$ cat config.mk
export PLATFORM = sky130hd
export DESIGN_NAME = stopwatch_counter
export DESIGN_NICKNAME = d
export VERILOG_FILES = /design/src/rtl/fnd_pkg.sv /design/src/rtl/tick_gen.sv /design/src/rtl/stopwatch_counter.sv
export SDC_FILE = /design/constraint.sdc
export NUM_CORES = 1
export LEC_CHECK = 0
export ABC_AREA = 1
export CAP_MARGIN = 40
export CORE_UTILIZATION = 58
export DETAILED_ROUTE_END_ITERATION = 6
export GPL_ROUTABILITY_DRIVEN = 0
export PLACE_DENSITY = 0.8
export SLEW_MARGIN = 20
export SYNTH_ARGS = -nofsm -noshare
export SYNTH_HDL_FRONTEND = slang
export SYNTH_HIERARCHICAL = 1
export SYNTH_SLANG_ARGS = --single-unit
$ cat constraint.sdc
create_clock -name i_clk -period 2.64 [get_ports i_clk]
set_clock_uncertainty 0.15 [all_clocks]
set_input_delay 0.396 -clock i_clk [delete_from_list [all_inputs] [get_ports i_clk]]
set_output_delay 0.396 -clock i_clk [all_outputs]
set_load 0.02 [all_outputs]
$ cat src/rtl/fnd_pkg.sv
// Shared types and digit limits for the FND stopwatch datapath.
package fnd_pkg;

  typedef enum logic [1:0] {
    STOP  = 2'd0,
    RUN   = 2'd1,
    CLEAR = 2'd2
  } sw_state_e;

  typedef logic [3:0] bcd_t;

  localparam bcd_t MSEC_MAX  = 4'd9;
  localparam bcd_t SEC1_MAX  = 4'd9;
  localparam bcd_t SEC10_MAX = 4'd5;

  // Next value of a BCD digit that wraps to 0 after reaching max.
  function automatic bcd_t bcd_wrap(bcd_t d, bcd_t max);
    return (d >= max) ? 4'd0 : d + 4'd1;
  endfunction

endpackage

$ cat src/rtl/tick_gen.sv
// Prescaler: counts 0..DIV-1 while enabled and flags the terminal count.
// DIV must be at least 2.
module tick_gen #(
  parameter int DIV = 10
) (
  input  logic i_clk,
  input  logic i_reset_n,
  input  logic i_en,
  input  logic i_clr,
  output logic o_tick
);

  localparam int W = (DIV > 1) ? $clog2(DIV) : 1;
  localparam logic [W-1:0] LAST = W'(DIV - 1);

  logic [W-1:0] cnt;

  // Holds its phase while disabled so a pause loses no partial tick.
  always_ff @(posedge i_clk or negedge i_reset_n) begin
    if (!i_reset_n) begin
      cnt <= '0;
    end else if (i_clr) begin
      cnt <= '0;
    end else if (i_en) begin
      cnt <= (cnt == LAST) ? '0 : cnt + 1'b1;
    end
  end

  assign o_tick = i_en && (cnt == LAST);

endmodule

$ cat src/rtl/stopwatch_counter.sv
// Stopwatch time base: run/stop/clear FSM driving a 4-digit BCD chain
// (SS.cc, 10 ms resolution, 00.00..59.99) from a prescaled tick.
//
//   state | meaning
//   STOP  | digits and prescaler frozen; i_clear wins over i_run_stop
//   RUN   | prescaler counting, digits advance on each tick
//   CLEAR | one cycle: zero digits and prescaler, then back to STOP
module stopwatch_counter
  import fnd_pkg::*;
#(
  parameter int CLK_HZ  = 100_000_000,
  parameter int TICK_HZ = 100
) (
  input  logic       i_clk,
  input  logic       i_reset_n,
  input  logic       i_run_stop,
  input  logic       i_clear,
  output logic [3:0] o_msec_1,
  output logic [3:0] o_msec_10,
  output logic [3:0] o_sec_1,
  output logic [3:0] o_sec_10,
  output logic       o_running,
  output logic       o_tick
);

  localparam int DIV = CLK_HZ / TICK_HZ;

  sw_state_e state_q, state_d;
  logic      tick_cond;
  logic      tick_q;
  bcd_t      msec_1_q, msec_10_q, sec_1_q, sec_10_q;
  bcd_t      msec_1_d, msec_10_d, sec_1_d, sec_10_d;

  tick_gen #(.DIV(DIV)) u_tick_gen (
    .i_clk     (i_clk),
    .i_reset_n (i_reset_n),
    .i_en      (state_q == RUN),
    .i_clr     (state_q == CLEAR),
    .o_tick    (tick_cond)
  );

  always_ff @(posedge i_clk or negedge i_reset_n) begin
    if (!i_reset_n) begin
      state_q <= STOP;
    end else begin
      state_q <= state_d;
    end
  end

  always_comb begin
    state_d = state_q;
    case (state_q)
      STOP: begin
        if (i_clear) begin
          state_d = CLEAR;
        end else if (i_run_stop) begin
          state_d = RUN;
        end
      end
      RUN: begin
        if (i_run_stop) begin
          state_d = STOP;
        end
      end
      CLEAR:   state_d = STOP;
      default: state_d = STOP;
    endcase
  end

  // Ripple carry through all four digits in one cycle.
  always_comb begin
    msec_1_d  = msec_1_q;
    msec_10_d = msec_10_q;
    sec_1_d   = sec_1_q;
    sec_10_d  = sec_10_q;
    if (tick_cond) begin
      msec_1_d = bcd_wrap(msec_1_q, MSEC_MAX);
      if (msec_1_q == MSEC_MAX) begin
        msec_10_d = bcd_wrap(msec_10_q, MSEC_MAX);
        if (msec_10_q == MSEC_MAX) begin
          sec_1_d = bcd_wrap(sec_1_q, SEC1_MAX);
          if (sec_1_q == SEC1_MAX) begin
            sec_10_d = bcd_wrap(sec_10_q, SEC10_MAX);
          end
        end
      end
    end
  end

  // A tick coinciding with a stop request still counts: tick_cond is
  // evaluated from the current RUN state, not the next one.
  always_ff @(posedge i_clk or negedge i_reset_n) begin
    if (!i_reset_n) begin
      msec_1_q  <= '0;
      msec_10_q <= '0;
      sec_1_q   <= '0;
      sec_10_q  <= '0;
      tick_q    <= 1'b0;
    end else if (state_q == CLEAR) begin
      msec_1_q  <= '0;
      msec_10_q <= '0;
      sec_1_q   <= '0;
      sec_10_q  <= '0;
      tick_q    <= 1'b0;
    end else begin
      msec_1_q  <= msec_1_d;
      msec_10_q <= msec_10_d;
      sec_1_q   <= sec_1_d;
      sec_10_q  <= sec_10_d;
      tick_q    <= tick_cond;
    end
  end

  assign o_msec_1  = msec_1_q;
  assign o_msec_10 = msec_10_q;
  assign o_sec_1   = sec_1_q;
  assign o_sec_10  = sec_10_q;
  assign o_running = (state_q == RUN);
  assign o_tick    = tick_q;

endmodule

# After elaboration in Yosys (flattened, before gate mapping)
# Cells that the tools add are included.
# classes
add_sub_neg	5
n_lt_le_gt_ge	4
eq_ne	8
muxes	26
n_reduce_logical	11
# ops
op	n
2-to-1 mux 4 bit	18
2-to-1 mux 20 bit	3
adder 20 x 1 -> 20 bit, second input constant	1
== test 20 bit, second input constant	1
adder 4 x 1 -> 4 bit, second input constant	4
== test 4 bit, second input constant	3
>= comparator 4 bit, second input constant	3
nonzero test 2 bit	5
2-to-1 mux 2 bit	3
>= comparator 4 x 3 -> 1 bit, second input constant	1
one-hot mux 2 bit (2 select lines)	1
AND reduction 2 bit	2
AND reduction 4 bit	1
inequality test 3 bit, second input constant	1
AND reduction 3 bit	1
== test 2 x 1 -> 1 bit, second input constant	1
== test 2 bit, second input constant	1
logical NOT 2 bit	1
inequality test 2 bit, second input constant	1
logical AND 1 bit	1
2-to-1 mux 1 bit	1
# totals
regBits	39
in_bits	4
out_inout_bits	18
wordCells	61

# Depth between registers and ports, before layout
# depth
ltp_word	7
ltp_mapped	12
mapped_depth_nobuf	12

# Hierarchy
# The synthesis kept the hierarchy.
# modules_own_cells
mod	instances	cells_each	area_each_um2	seq_area_each_um2
tick_gen	1	192	1303.8	500.5
stopwatch_counter	1	154	1186.1	475.5

# Least setup slack after synthesis
# Ideal clock, no wire load.
# synth_path
path_kind	reg2reg
start	register state_q[1]
end	register sec_10_q[0], in the netlist o_sec_10[0]
setup_ns	0.118
arrival_time_ns	1.691
t_required_ns	2.372
setup_slack_ns	0.681
path_stages_with_launch	9
path_buffers	0
period_less_slack_ns	1.959
path_cell_list	dfrtp_1 > nor2_1 > inv_1 > nor2_1 > nand4_1 > nand2_1 > nand3_1 > nand2_1 > nand2_1
# synth_via
elab_chain_cells	4
word_cells_on_any_way	9
classes_between	eq/ne (2); mux (1); reduce/logical (6)
# synth_rtl
item	line_no	source
from (decl)	stopwatch_counter.sv:28	sw_state_e state_q, state_d;
from (signal assigned)	stopwatch_counter.sv:46	state_q <= state_d;
== test 2 x 1 -> 1 bit	n/a	
net o_running	stopwatch_counter.sv:22	output logic o_running,
logical AND 1 bit	tick_gen.sv:29	assign o_tick = i_en && (cnt == LAST);
net tick_cond	stopwatch_counter.sv:29	logic tick_cond;
nonzero test 2 bit (no source line)	n/a	
AND reduction 4 bit (no source line)	n/a	
to (signal assigned)	stopwatch_counter.sv:97	sec_10_q <= '0;
to (signal assigned)	stopwatch_counter.sv:103	sec_10_q <= '0;
to (signal assigned)	stopwatch_counter.sv:109	sec_10_q <= sec_10_d;
to (decl)	stopwatch_counter.sv:31	bcd_t msec_1_q, msec_10_q, sec_1_q, sec_10_q;
# The timed path passes the listed nets, and every way through them passes these cells.
# A chain may end at the register's enable or synchronous reset.

# Final worst setup path
# layout_path
start	register state_q[1]
end	output port o_running
# layout_via
elab_chain_cells	1
# layout_rtl
item	line_no	source
== test 2 x 1 -> 1 bit	stopwatch_counter.sv:118	assign o_running = (state_q == RUN);
to (decl)	stopwatch_counter.sv:22	
# No other way between the ends.

==> metrics.cfg <==
[yosys]
synthTopCellsByCount=104 x nand2_1, 50 x nor2_1, 47 x inv_1, 39 x dfrtp_1, 31 x nand3_1
yosysWarnings=6
syn-mean-instance-area_sq_um=7.20
yosys.cell_count.top_type=nand2_1
synth_enable_flop_cells=0
async_reset_ff_share_pct=100
yosysSeqAreaShare_pct=39.2
yosys.area.top_type=dfrtp_1
synthCells=346
syn-num-nets=363
ys.flop_type=dfrtp_1
ys_ff_latch=39
synth_top_area_share_pct=39.2
synth_area_leaders=dfrtp_1 39%, nand2_1 16%, nor2_1 7.5%, inv_1 7.1%, ha_1 6.5%
ys_types=23
synthesis.area_sq_mm=0.00249

[timing]
slew_violations=0
layout_worst_path_cycle_share_pct=87.4
finalHoldViolCount=0
rsz0062_at_grt=false
fmax_mhz=433
worstMarginPinSlew_ps=553
period_needed_ps=2310
setup_viol=0
relSlewSlack_pct=63.1
fin_tns_setup_ps=0

[finish]
syn_to_final_growth_pct=14.9
diodes=0
nNetsFinal=391
fillers=351
seqCellArea_sq_um=976
multiInputGateArea_sq_mm=0.00131
drive_gt1_share_pct=8.00

[min_path]
hold_path.class=register to register

[run_status]
outcome=completed

[power_and_ir_drop]
power_mw=1.43
leakage_nw=1.41
irDropWorstVdd_mv=0.452
intPower_mw=0.954
switchingPower_mw=0.481
pwr-share-seq_pct=48.6
power_frac_comb_pct=22.9
clockPowerShare_pct=28.5
pwr_density_cell_mw_per_mm2=501
p_sw_share_pct=33.5

[setup_path]
end_kind=primary output
required_ps=2090
cp_max_fo=6
worstSetupPathType=register to primary output
critPathLaunchType=register
arrival_ps=1760

[drt]
ant_nets=0
vias=2159
viasPerCell=5.08
wl_per_cell_microns=12.0
drtIter0Drc=89
drt_wl_total_microns=5110
drtPass1Iterations=4
route.detailed.drc=0

[floorplan]
die-height_microns=67.5
dieArea_sq_mm=0.00456
die_width_microns=67.5
initial_core_util_pct=61.4
io_pins=22
core-area_sq_mm=0.00406
rows=23

[cts]
path_clk_slew_ps=80
cts_buffers=5
clk_latency_ps=300
clock_path_buffers=2
cts_tree=built
post_cts_buffers=0
cts_resized=0
cts_root_buf=clkbuf_8
htreeDepth=2
numClockSinks=39

[placed_design]
dp_hpwl_microns=3850
port_buffers=21

[grt]
grt_start_max_net_pins=23
antenna_found_initial=0
grt.total_usage_pct=25.6
grt_first_pass_wirelength_microns=8570
overflow=0
grt_pass1_vias=1999

[job]
maxCapViolCount=0

-- cells in the final DEF (no fill, tap or decap), drive strengths merged --
cell	synthesis	layout
a21oi	2	2
buf	2	2
clkbuf	0	5
clkdlybuf4s50	0	20
clkinv	0	1
clkinvlp	0	2
dfrtp	39	39
dlygate4sd3	0	1
ha	13	13
inv	49	49
nand2	111	111
nand2b	1	1
nand3	32	32
nand4	10	10
nor2	60	60
nor3	2	2
o21ai	7	7
o21bai	1	1
o22ai	4	4
xnor2	4	4
xor2	9	9
-- state kept, by name, indices dropped and copies added, names as in the netlist --
signal          count
o_msec_10           4
u_tick_gen/cnt     20
o_sec_1             4
state_q             2
o_msec_1            4
o_tick              1
o_sec_10            4
-- cell families (layout without fill, tap and decap cells) --
kind of cell,after synthesis,count (layout),share of synthesized area (%)
and+or+nand+nor,216,216,38.3
buffers and inverters,51,80,8.29
DFF,39,39,39.2
AOI/OAI and AO/OA,14,14,3.12
adders and majority gates,13,13,6.53
xor gates and xnor gates,13,13,4.57
-- worst paths after layout --
path                              startpoint                end  slack, ps  depth (start not counted)
max                               state_q[1]          o_running        330                          2
min                        u_tick_gen/cnt[1]  u_tick_gen/cnt[1]        370                          2
max reg2reg                u_tick_gen/cnt[0]        o_sec_10[1]        570                         10
min reg2reg                u_tick_gen/cnt[1]  u_tick_gen/cnt[1]        370                          2
max in group asynchronous          i_reset_n  u_tick_gen/cnt[4]       1440                          3
min in group asynchronous          i_reset_n        o_sec_10[1]        440                          2
-- routing by layer --
metal | GRT usage [%] | part of all wire, % | vias up
met4 | 9.57 | 1.6 | 0
met2 | 45.2 | 49 | 35
li1 | - | - | 1130
met5 | 0 | 0 | -
met1 | 29.8 | 45 | 986
met3 | 5.74 | 3.6 | 8
-- per-stage QoR --
stage	setup slack (ps)	hold slack [ps]	instance area, sq um	util (%)	std cells
after detailed placement	581	231	2760	68.1	416
after global placement	665	345	2740	67.4	415
final	333	369	2860	70.5	425
after CTS	311	375	2860	70.5	425
after global routing	227	416	2860	70.5	425
after floorplan	681	-49.6	2490	-	346
-- worst max-delay path, stage by stage (launching register included) --
cell and delay, ps:
dfrtp_1 420, nor2_1 350, clkdlybuf4s50_1 690
-- power groups by stage --
| stage | Combinational, mW | Clock [mW] | Sequential, mW |
|---|---|---|---|
| after CTS | 0.332 | 0.426 | 0.696 |
| after global placement | 0.312 | 0 | 0.705 |
| final | 0.329 | 0.408 | 0.697 |
| after floorplan | 0.190 | 0 | 0.729 |
| after detailed placement | 0.328 | 0 | 0.707 |
| after global routing | 0.372 | 0.447 | 0.706 |
-- what timing repair did --
item	in CTS	in global routing
setup endpoints to repair	0	0
hold buffers	1	0
hold endpoints to repair	17	0
-- cell type report --
type                            count  share of cell area (%)
Clock buffer                        5                    2.40
Clock inverter                      3                   0.700
Inverter                           49                    6.43
Multi-Input combinational cell    256                    45.7
Sequential cell                    39                    34.1
Tap cell                           50                    2.19
Timing Repair Buffer               23                    8.48
(Power assumes the default switching activity.)
